<file path="config.mk">
export PLATFORM = sky130hd
export DESIGN_NAME = interval_timer
export DESIGN_NICKNAME = d
export VERILOG_FILES = /design/src/rtl/interval_timer.sv
export SDC_FILE = /design/constraint.sdc
export NUM_CORES = 1
export LEC_CHECK = 0
export BUFFER_PORTS_ARGS = -buffer_cell sky130_fd_sc_hd__buf_2
export CAP_MARGIN = 40
export CORE_MARGIN = 2
export CORE_UTILIZATION = 43
export DETAILED_ROUTE_END_ITERATION = 7
export PLACE_DENSITY = 0.71
export SETUP_SLACK_MARGIN = 0.1
export SLEW_MARGIN = 10
export SYNTH_ARGS = -nofsm -noshare
export SYNTH_HDL_FRONTEND = slang
export SYNTH_SLANG_ARGS = --single-unit
</file>
<file path="constraint.sdc">
create_clock -name clock -period 1.34 [get_ports clock]
set_input_delay 0.067 -clock clock [delete_from_list [all_inputs] [get_ports clock]]
set_output_delay 0.067 -clock clock [all_outputs]
set_load 0.01 [all_outputs]
</file>
<file path="src/rtl/interval_timer.sv">
// Interval timer: loads a duration from the time-parameter store after a short
// settling wait, counts it down on one-second ticks and pulses expired at the end.
module interval_timer #(
    parameter int unsigned LOAD_WAIT = 2
) (
    input  logic       clock,
    input  logic       reset,
    input  logic       start_timer,
    input  logic [1:0] interval_in,
    input  logic       hold,
    input  logic       one_hz_enable,
    input  logic [3:0] value,
    output logic [1:0] interval,
    output logic [3:0] remaining,
    output logic       busy,
    output logic       expired
);

    localparam int unsigned WAIT_W = 2;
    localparam logic [WAIT_W-1:0] WAIT_LAST = WAIT_W'(LOAD_WAIT - 1);
    localparam logic [1:0] ILLEGAL = 2'b11;

    typedef enum logic [1:0] {
        IDLE,
        WAIT,
        COUNT,
        EXPIRE
    } state_t;

    state_t              state;
    logic [WAIT_W-1:0]   wait_cnt;

    // busy/expired are registered alongside state so they always mirror it.
    always_ff @(posedge clock) begin
        if (reset) begin
            state     <= IDLE;
            interval  <= 2'b00;
            remaining <= 4'd0;
            wait_cnt  <= '0;
            busy      <= 1'b0;
            expired   <= 1'b0;
        end else if (start_timer && (interval_in != ILLEGAL)) begin
            state    <= WAIT;
            interval <= interval_in;
            wait_cnt <= '0;
            busy     <= 1'b1;
            expired  <= 1'b0;
        end else begin
            case (state)
                IDLE: begin
                    remaining <= 4'd0;
                end
                WAIT: begin
                    if (wait_cnt == WAIT_LAST) begin
                        remaining <= value;
                        wait_cnt  <= '0;
                        if (value != 4'd0) begin
                            state <= COUNT;
                        end else begin
                            state   <= EXPIRE;
                            expired <= 1'b1;
                        end
                    end else begin
                        wait_cnt <= wait_cnt + WAIT_W'(1);
                    end
                end
                COUNT: begin
                    if (one_hz_enable && !hold) begin
                        if (remaining > 4'd1) begin
                            remaining <= remaining - 4'd1;
                        end else begin
                            remaining <= 4'd0;
                            state     <= EXPIRE;
                            expired   <= 1'b1;
                        end
                    end
                end
                EXPIRE: begin
                    state     <= IDLE;
                    remaining <= 4'd0;
                    busy      <= 1'b0;
                    expired   <= 1'b0;
                end
                default: begin
                    state   <= IDLE;
                    busy    <= 1'b0;
                    expired <= 1'b0;
                end
            endcase
        end
    end

endmodule
</file>
==> metrics <==
total CTS buffers=3; area grow syn2layout=52.0%; RR Endpoint=remaining[3]$_SDFFE_PP0P_; Worst Setup Start Kind=register; synth unique cells=32; Min-Delay Path Class=in2reg; Max Clock Skew=0.000531 ns; DRT Wirelength=1640 um; chip width=42.8 um; syn_nets=87; setup_tns=-0.0170 ns; multi-input combinational cell area=469 sq um; reg2reg path depth=6; gr ovfl total=0; Initial Util=47.9%; Worst-path clk slew=0.08 ns; fin crit share=101%; status=complete, but fails checks; Post-synth EDFFs=0; Avg WL per Cell=13.8 um; commonest non-fill, non-tap cell in the layout=buf_2; hold slack=0.0727 ns; Final Hold Viols=0; Final nets=118; Final Util=72.8%; Final Non-Filler Cells=119; Async S/R FF share, synth=0%; die area=1830 sq um; gpl congestion=0.795; Total Power=0.974 mW; Filler Cell Count=105; Hold EP=interval[1]$_SDFFE_PP0P_; Storage cell area=254 sq um; Critical Path Max Stage Delay=0.39 ns; VDD IR max=0.931 mV; Worst Min Path Start=interval_in[1]; nature of the critical path endpoint=register; Worst-Margin Slew=0.471 ns; critical path, cell by cell=inv_4, ha_4, or2_4, a21oi_4, a22oi_1, a211oi_1; Routed Antenna Nets=0; via count=647; Primary FF master, synth=dfxtp_1; # hold bufs at CTS=0; clk root buf=clkbuf_4; Leak=0.389 nW; DP HPWL=1160 um; Tot GR Track Use=21.1%; dpl cells=113; first-pass GRT wire length=2830 um; worst-skew pair later-pin latency=0.28 ns; core area=1350 sq um; CTS tree=yes; Port Buffers=18; pwr dens=991 nW/um^2; DR pass1 iterations=4; vias in the first global route=647; largest net degree at the start of global routing=11; f_max=737 MHz; Slew Viols, Final=0; Post-Synthesis Mean Instance Area=8.74 sq um; Register-to-Register Setup Slack=-0.02 ns; final setup margin=-0.0170 ns; Crit path required time=1.54 ns; # IOs=19; Core Rows=13; CTS sink count=12; setup violators final=1; slew margin rel.=68.3%; Max-Cap Viols=0; failing checks=negative setup slack; clk buf depth=2; n_diodes=0; FF-to-FF Start=remaining[0]$_SDFFE_PP0P_; Crit Path Class=reg2reg; synth warn=0; sequential fraction of the synthesis area=37.1%; highest-count cells in the layout ignoring fill and taps=buf_2, buf_4, nor2_1, dfxtp_1, a21oi_1; cell area after synthesis=647 sq um; RSZ-0062 raised after global routing=yes; flops & latches, synth=12; drt drc=0; share of cells above drive strength 1=60.6%; Hold Path Depth=3; CP max stage cell=dfxtp_4; Synth Instances=74; minimum clock period after layout=1.36 ns; CP max FO=5; CTS H-tree lvls=1; DRT iter0 DRCs=13; WP data arrival=1.56 ns; vias per cell=5.44; Die Y=42.8 um; initial antenna violation count=0; Critical Path Source=remaining[0]$_SDFFE_PP0P_
routing by layer:
| metal | track usage (%) | share of wire, % |
|---|---|---|
| met5 | 0 | 0 |
| met4 | 15.6 | 4.4 |
| met3 | 3.83 | 4.4 |
| met2 | 33.0 | 45 |
| met1 | 25.3 | 46 |
registers in the layout (all words and copies together), names as in the netlist:
register and cells:
state 2, interval 2, busy 1, expired 1, wait_cnt 2, remaining 4
what timing repair did:
action                                  in CTS  in global routing
gates resized for setup                     10                 11
pin swaps                                    4                  4
buffers inserted                             1                  1
endpoints found under the setup margin       6                  6
synthesized netlist by cell type, types with 2 or more instances:
cell type | count | area, sq um
dfxtp_1 | 12 | 240
nor2_1 | 8 | 30.0
a21oi_1 | 5 | 25.0
inv_1 | 5 | 18.8
a211oi_1 | 4 | 30.0
nor2b_1 | 4 | 25.0
nor3_1 | 4 | 20.0
a22oi_1 | 3 | 22.5
and2_2 | 2 | 15.0
ha_1 | 2 | 25.0
nand2_1 | 2 | 7.51
nand2b_1 | 2 | 12.5
o21ai_1 | 2 | 10.0
worst max path at each step:
stage | to | slack [ns]
global route | remaining[3]$_SDFFE_PP0P_ | -0.07
detailed placement | remaining[1]$_SDFFE_PP0P_ | -0.02
CTS | remaining[0]$_SDFFE_PP0P_ | 0.005
floorplan | expired$_SDFFE_PP0P_ | 0.04
finish | remaining[3]$_SDFFE_PP0P_ | -0.02
global placement | remaining[1]$_SDFFE_PP0P_ | -0.004
worst max-delay path, delay by kind of cell, from the launching register on:
kind            cells  cell delay (ns)
simple gates        1             0.25
buf+inv             1             0.05
fa+ha+maj           1             0.15
flops               1             0.39
compound gates      3             0.45
cells by family (layout without fill, tap and decap cells):
family,Yosys count,in the layout,share of synthesized area [%]
and+or+nand+nor,30,30,25.5
AOI/OAI and AO/OA,21,21,25.5
DFF,12,12,37.1
buffers and inverters,7,37,5.22
adders and majority gates,2,2,3.87
xor gates and xnor gates,2,2,2.71
power breakdown:
group / internal (mW) / switching, mW / leakage (nW)
logic: 0.140 / 0.137 / 0.267
clock network: 0.165 / 0.131 / 0.0210
registers: 0.379 / 0.0215 / 0.101
total: 0.685 / 0.290 / 0.389
layout make-up:
class	count	area share, %
Tap cell	15	1.91
Sequential cell	12	25.8
Multi-Input combinational cell	55	47.7
Timing Repair Buffer	28	18.4
Clock buffer	4	3.69
Inverter	5	2.42
per-stage QoR:
stage	worst slack, ns	area [sq um]
2_1_floorplan	0.0387	686
3_3_place_gp	-0.00415	852
3_5_place_dp	-0.0230	852
4_1_cts	0.00493	937
5_1_grt	-0.0701	983
6_report	-0.0170	983
Power figures use the tool's default switching activity.
